==> src/rtl/matrix_mem_reader_if.sv <==
//------------------------------------------------------------------------------
// Module      : matrix_mem_reader_if
// Description : Control, BRAM and matrix-result bundle for matrix_mem_reader.
//               The transpose line is present only when
//               MATRIX_MEM_READER_TRANSPOSE_EN is defined.
// Revision    : 1.0 - initial release
//------------------------------------------------------------------------------
`default_nettype none

interface matrix_mem_reader_if #(
  parameter int N  = 32,
  parameter int P  = 4,
  parameter int AW = 4
);
  logic                 start;
  logic [AW-1:0]        mem_addr;
  logic                 mem_read;
  logic                 mem_write;
  logic [N-1:0]         mem_data;
  logic [P*P*N-1:0]     matrix_out;
  logic                 busy;
  logic                 done;
  logic                 valid;
`ifdef MATRIX_MEM_READER_TRANSPOSE_EN
  logic                 transpose;
`endif

  // master: the reader, driving the BRAM port and the result bus
  modport master (
`ifdef MATRIX_MEM_READER_TRANSPOSE_EN
    input  transpose,
`endif
    input  start, mem_data,
    output mem_addr, mem_read, mem_write, matrix_out, busy, done, valid
  );

  // slave: the requester and BRAM side
  modport slave (
`ifdef MATRIX_MEM_READER_TRANSPOSE_EN
    output transpose,
`endif
    output start, mem_data,
    input  mem_addr, mem_read, mem_write, matrix_out, busy, done, valid
  );
endinterface

`default_nettype wire

==> src/rtl/matrix_mem_reader.sv <==
//------------------------------------------------------------------------------
// Module      : matrix_mem_reader
// Description : Streams one PxP matrix out of a 1-cycle-latency BRAM and
//               publishes it atomically as a flat P*P*N bus.
//               Optional macro MATRIX_MEM_READER_TRANSPOSE_EN adds a transpose
//               input that stores the matrix as M^T.
// Revision    : 1.0 - initial release
//------------------------------------------------------------------------------
`default_nettype none

module matrix_mem_reader #(
  parameter int N  = 32,
  parameter int P  = 4,
  parameter int AW = 4
) (
  input  logic                 clk,
  input  logic                 reset,
  matrix_mem_reader_if.master  bus
);

  typedef enum logic [1:0] {
    S_IDLE = 2'd0,
    S_READ = 2'd1,
    S_LAST = 2'd2
  } state_e;

  localparam logic [AW-1:0] LAST_IDX = AW'(P*P-1);

  state_e               state_q;
  logic [AW-1:0]        rd_cnt_q;
  logic                 pend_vld_q;
  logic [AW-1:0]        pend_idx_q;
  logic [P*P*N-1:0]     shadow_q;
  logic [P*P*N-1:0]     shadow_d;
  logic [P*P*N-1:0]     matrix_q;
  logic                 busy_q;
  logic                 done_q;
  logic                 valid_q;
  logic [AW-1:0]        slot_d;
  logic                 accept_d;

`ifdef MATRIX_MEM_READER_TRANSPOSE_EN
  logic                 trans_q;
  logic [AW-1:0]        row_q;
  logic [AW-1:0]        col_q;

  assign slot_d = trans_q ? AW'(col_q * P + row_q) : rd_cnt_q;
`else
  assign slot_d = rd_cnt_q;
`endif

  // The completion edge is also a legal start edge, giving P*P+1 cycle throughput
  assign accept_d = bus.start && ((state_q == S_IDLE) || (state_q == S_LAST));

  always_comb begin
    shadow_d = shadow_q;
    if (pend_vld_q) begin
      shadow_d[pend_idx_q*N +: N] = bus.mem_data;
    end
  end

  always_ff @(posedge clk or posedge reset) begin
    if (reset) begin
      state_q    <= S_IDLE;
      rd_cnt_q   <= '0;
      pend_vld_q <= 1'b0;
      pend_idx_q <= '0;
      shadow_q   <= '0;
      matrix_q   <= '0;
      busy_q     <= 1'b0;
      done_q     <= 1'b0;
      valid_q    <= 1'b0;
`ifdef MATRIX_MEM_READER_TRANSPOSE_EN
      trans_q    <= 1'b0;
      row_q      <= '0;
      col_q      <= '0;
`endif
    end else begin
      done_q     <= 1'b0;
      pend_vld_q <= 1'b0;
      shadow_q   <= shadow_d;
      case (state_q)
        S_IDLE: begin
        end
        S_READ: begin
          pend_vld_q <= 1'b1;
          pend_idx_q <= slot_d;
          rd_cnt_q   <= rd_cnt_q + 1'b1;
`ifdef MATRIX_MEM_READER_TRANSPOSE_EN
          if (col_q == AW'(P-1)) begin
            col_q <= '0;
            row_q <= row_q + 1'b1;
          end else begin
            col_q <= col_q + 1'b1;
          end
`endif
          if (rd_cnt_q == LAST_IDX) begin
            state_q <= S_LAST;
          end
        end
        S_LAST: begin
          state_q  <= S_IDLE;
          matrix_q <= shadow_d;
          busy_q   <= 1'b0;
          done_q   <= 1'b1;
          valid_q  <= 1'b1;
        end
        default: state_q <= S_IDLE;
      endcase
      if (accept_d) begin
        state_q  <= S_READ;
        rd_cnt_q <= '0;
        busy_q   <= 1'b1;
`ifdef MATRIX_MEM_READER_TRANSPOSE_EN
        trans_q  <= bus.transpose;
        row_q    <= '0;
        col_q    <= '0;
`endif
      end
    end
  end

  assign bus.mem_read   = (state_q == S_READ);
  assign bus.mem_addr   = (state_q == S_READ) ? rd_cnt_q : '0;
  assign bus.mem_write  = 1'b0;
  assign bus.matrix_out = matrix_q;
  assign bus.busy       = busy_q;
  assign bus.done       = done_q;
  assign bus.valid      = valid_q;

endmodule

`default_nettype wire
==> src/flat_wrapper.sv <==
// flat-port wrapper written by rule: the top's interface ports become plain ports
module matrix_mem_reader_flat 
#(
  parameter int N  = 32,
  parameter int P  = 4,
  parameter int AW = 4
)
  (clk, reset, bus_start, bus_mem_data, bus_mem_addr, bus_mem_read, bus_mem_write, bus_matrix_out, bus_busy, bus_done, bus_valid);
  matrix_mem_reader_if #(.N(N), .P(P), .AW(AW)) bus_i ();
  input  logic clk;
  input  logic reset;
  input wire logic [$bits(bus_i.start)-1:0] bus_start;
  input wire logic [$bits(bus_i.mem_data)-1:0] bus_mem_data;
  output wire logic [$bits(bus_i.mem_addr)-1:0] bus_mem_addr;
  output wire logic [$bits(bus_i.mem_read)-1:0] bus_mem_read;
  output wire logic [$bits(bus_i.mem_write)-1:0] bus_mem_write;
  output wire logic [$bits(bus_i.matrix_out)-1:0] bus_matrix_out;
  output wire logic [$bits(bus_i.busy)-1:0] bus_busy;
  output wire logic [$bits(bus_i.done)-1:0] bus_done;
  output wire logic [$bits(bus_i.valid)-1:0] bus_valid;
  assign bus_i.start = bus_start;
  assign bus_i.mem_data = bus_mem_data;
  assign bus_mem_addr = bus_i.mem_addr;
  assign bus_mem_read = bus_i.mem_read;
  assign bus_mem_write = bus_i.mem_write;
  assign bus_matrix_out = bus_i.matrix_out;
  assign bus_busy = bus_i.busy;
  assign bus_done = bus_i.done;
  assign bus_valid = bus_i.valid;
  matrix_mem_reader #(.N(N), .P(P), .AW(AW)) u_core (.clk(clk), .reset(reset), .bus(bus_i));
endmodule
==> config.mk <==
export PLATFORM = sky130hd
export DESIGN_NAME = matrix_mem_reader_flat
export DESIGN_NICKNAME = d
export VERILOG_FILES = /design/src/rtl/matrix_mem_reader_if.sv /design/src/rtl/matrix_mem_reader.sv /design/src/flat_wrapper.sv
export SDC_FILE = /design/constraint.sdc
export NUM_CORES = 2
export LEC_CHECK = 0
export ABC_AREA = 0
export BUFFER_PORTS_ARGS = -buffer_cell sky130_fd_sc_hd__buf_2
export CORE_ASPECT_RATIO = 0.8
export CORE_MARGIN = 2
export CORE_UTILIZATION = 40
export CTS_CLUSTER_SIZE = 12
export DETAILED_ROUTE_END_ITERATION = 16
export GPL_TIMING_DRIVEN = 0
export PLACE_DENSITY = 0.68
export SLEW_MARGIN = 10
export SYNTH_ARGS = -nofsm -noshare
export SYNTH_HDL_FRONTEND = slang
export SYNTH_SLANG_ARGS = --single-unit
==> constraint.sdc <==
create_clock -name clk -period 45.4 [get_ports clk]
set_input_delay 9.08 -clock clk [delete_from_list [all_inputs] [get_ports clk]]
set_output_delay 9.08 -clock clk [all_outputs]
set_load 0.02 [all_outputs]
==> impl_metrics.csv <==
group,metric,value,unit
cts,clock-sinks,1038,
drt,via_per_inst,5.65,
worst_setup_path,arrival,2.45,ns
cts,cts_buffers,104,
finish,fin_util,0.480,
floorplanning,die_height,291,um
flow_run,maxCapViolCount,0,
worst_setup_path,critPathCaptureType,"output pin",
power,static-leakage-power,0.0214,uW
finish,n_fill_cell,9527,
synth,synth_edf_count,0,
cts,htreeDepth,3,
grt,grt_usage,0.292,
place,dp.cells,5937,
timing,slew_viol_final,0,
cts,clock_latency,0.72,ns
floorplanning,num_io_pins,556,
synth,synthesis.area,41100,um2
status,outcome,"finished clean",
grt,grt_pass1_vias,33600,
synth,syn_area_per_cell,10.2,um2
timing,finalCritPeriodShare,0.254,
timing,finClkSkew,0.0549,ns
synth,ys_types,56,
cts,cts_hold_buf,0,
drt,wire_per_inst,25.6,um
floorplanning,rows,105,
floorplanning,initial_core_util,0.402,
place,place_congestion,0.934,
place,hpwlAfterDp,112000,um
worst_hold_path,hp-class,"reg -> reg",
finish,nNetsFinal,4744,
cts,post_cts_resized,0,
timing,setup_viol_count_final,0,
drt,routed_wirelength,156000,um
timing,slew_headroom,0.0694,
timing,period_needed,11.53,ns
cts,clk_pin_slew,0.06,ns
worst_setup_path,cp_max_fo,11,
floorplanning,die_x,362,um
grt,grt_pass1_wl,226000,um
synth,synth_warnings,0,
finish,area_growth,19.2,%
grt,grt_overflow,0,
cts,cts_root_buffer,"clkbuf_16",
synth,ys_ff_latch,1038,
drt,drtIter0Drc,3472,
timing,grt_setup_unrepaired,"false",
synth,ys_seq_area_frac,0.632,
worst_setup_path,cp-start-kind,"flop",
synth,syn_nets,4080,
worst_setup_path,crit_required,36.32,ns
timing,worstMarginPinSlew,1.40,ns
grt,antenna_found_initial,5,
drt,drtAntennaViolNets,0,
power,ir_drop,0.0000422,V
cts,clockBufferDepth,3,
worst_setup_path,critical_path_class,"reg -> out",
floorplanning,coreArea,102000,um2
finish,drive_above_1_share,0.207,
timing,fmax,86.7,MHz
synth,synth_cells,4042,
grt,grt_max_degree,119,
timing,hold_violations,0,
power,pwr_density_cell,78.1,nW/um2
cts,cts_setup_buffers,0,
drt,via_count,34500,
cts,tritoncts,"yes",
finish,fin_cells,6108,
place,port_buffers,548,
synth,yosys_most_used_dff,"dfrtp_1",
drt,first_pass_iters,6,
drt,drc_errors,0,
synth,synth-async-reset-ratio,1.00,
floorplanning,die_area,105000,um2
[synthesized netlist by cell type, types with 4 or more instances]
cell,instances,area share
o211ai_4,4,0.0021
or2_1,28,0.0043
o21ai_2,12,0.0026
a21oi_1,28,0.0034
mux2_4,10,0.0037
o21ai_0,385,0.047
nor2_1,388,0.035
or2_2,119,0.018
nand3_2,5,0.0012
nand2_1,774,0.071
buf_2,76,0.0093
or2_0,4,0.00061
nor3_1,34,0.0041
o22ai_1,30,0.0046
nand2b_1,25,0.0038
o21ai_1,16,0.0019
nand3_1,184,0.022
o211ai_1,46,0.0084
buf_1,8,0.00073
o221ai_1,64,0.014
and2_1,26,0.0040
clkbuf_1,176,0.016
mux2i_1,37,0.0090
clkbuf_2,14,0.0017
inv_1,74,0.0068
dfrtp_1,1038,0.63
buf_6,13,0.0036
a31oi_1,356,0.054
buf_4,23,0.0042
[stage by stage]
stage	hold slack [ns]	area, um2	worst slack [ns]	power, uW	setup TNS [ns]
after global routing	0.481	49000	33.71	4030	0
after CTS	0.465	49000	33.89	3820	0
after floorplan	0.433	41100	7.11	2380	0
after global placement	0.443	45500	-4.26	2960	-4253.42
after detailed placement	0.451	45800	33.31	2980	0
final	0.461	49000	33.87	3830	0
[layout by cell type (no fill, tap or decap), types with 37 or more instances in the layout]
cell and count:
o21ai_0 385, nor2_1 388, clkbuf_1 202, buf_2 624, inv_1 73, nand2_1 774, a31oi_1 356, nand3_1 184
dfrtp_1 1038, clkbuf_16 104, o211ai_1 46, or2_2 119, mux2i_1 37, o221ai_1 64
[area by class of cell]
type	count	area (um2)	share of cell area
clock inverters	11	186	0.00380
well taps	1337	1670	0.0341
flip-flops and latches	1038	26000	0.530
plain buffers	310	1460	0.0299
clock buffers	153	2990	0.0609
repair buffers	558	3020	0.0616
inverters	75	289	0.00590
multi-input cells	2619	13400	0.274
diodes	7	17.5	0.000357
[path summary, 6_finish.rpt]
path / slack, ns / cells after the start / end / from
min reg2reg: 0.46 / 1 / u_core.bus.valid / u_core.bus.valid
max: 33.87 / 5 / bus_mem_addr[3] / u_core.state_q[1]
min: 0.46 / 1 / u_core.bus.valid / u_core.bus.valid
max in group asynchronous: 34.13 / 7 / u_core.shadow_q[462] / reset
min in group asynchronous: 8.41 / 2 / u_core.bus.matrix_out[6] / reset
max reg2reg: 41.14 / 10 / u_core.bus.matrix_out[126] / u_core.pend_idx_q[0]
[kinds of logic (layout without fill, tap and decap cells)]
family                     after synthesis  count (layout)  share of synthesized area
and+or+nand+nor                       1609            1609                      0.169
DFF                                   1038            1038                      0.632
AOI/OAI and AO/OA                      952             952                      0.141
buffers and inverters                  385            1107                     0.0424
muxes                                   50              50                     0.0135
xor gates and xnor gates                 4               4                   0.000852
adders and majority gates                3               3                   0.000913
other                                    1               8                  0.0000912
[sequential cells by signal, indices dropped and copies added, names as in the netlist, 2 cells and up]
| name | flops |
|---|---|
| u_core.shadow_q | 512 |
| u_core.state_q | 2 |
| u_core.pend_idx_q | 4 |
| u_core.rd_cnt_q | 4 |
| u_core.bus.matrix_out | 512 |
[power breakdown]
group	switching (uW)	internal, uW
Clock	374	459
Sequential	183	1300
Combinational	1090	421
[metal layers]
metal	part of all wire	GRT usage	routed length (um)	up-vias
met3	0.11	0.108	16500	330
met4	0.048	0.127	7520	10
met2	0.44	0.435	69100	1594
met1	0.40	0.382	63100	17400
li1	-	-	-	15100
met5	0.00047	0	73	-
[critical path, stage by stage, from the launching register on]
cell and delay (ns):
dfrtp_1 0.44, nor2b_1 0.17, clkbuf_1 0.52, nand2_1 0.34, inv_1 0.14, buf_2 0.18
(Power assumes the default switching activity.)
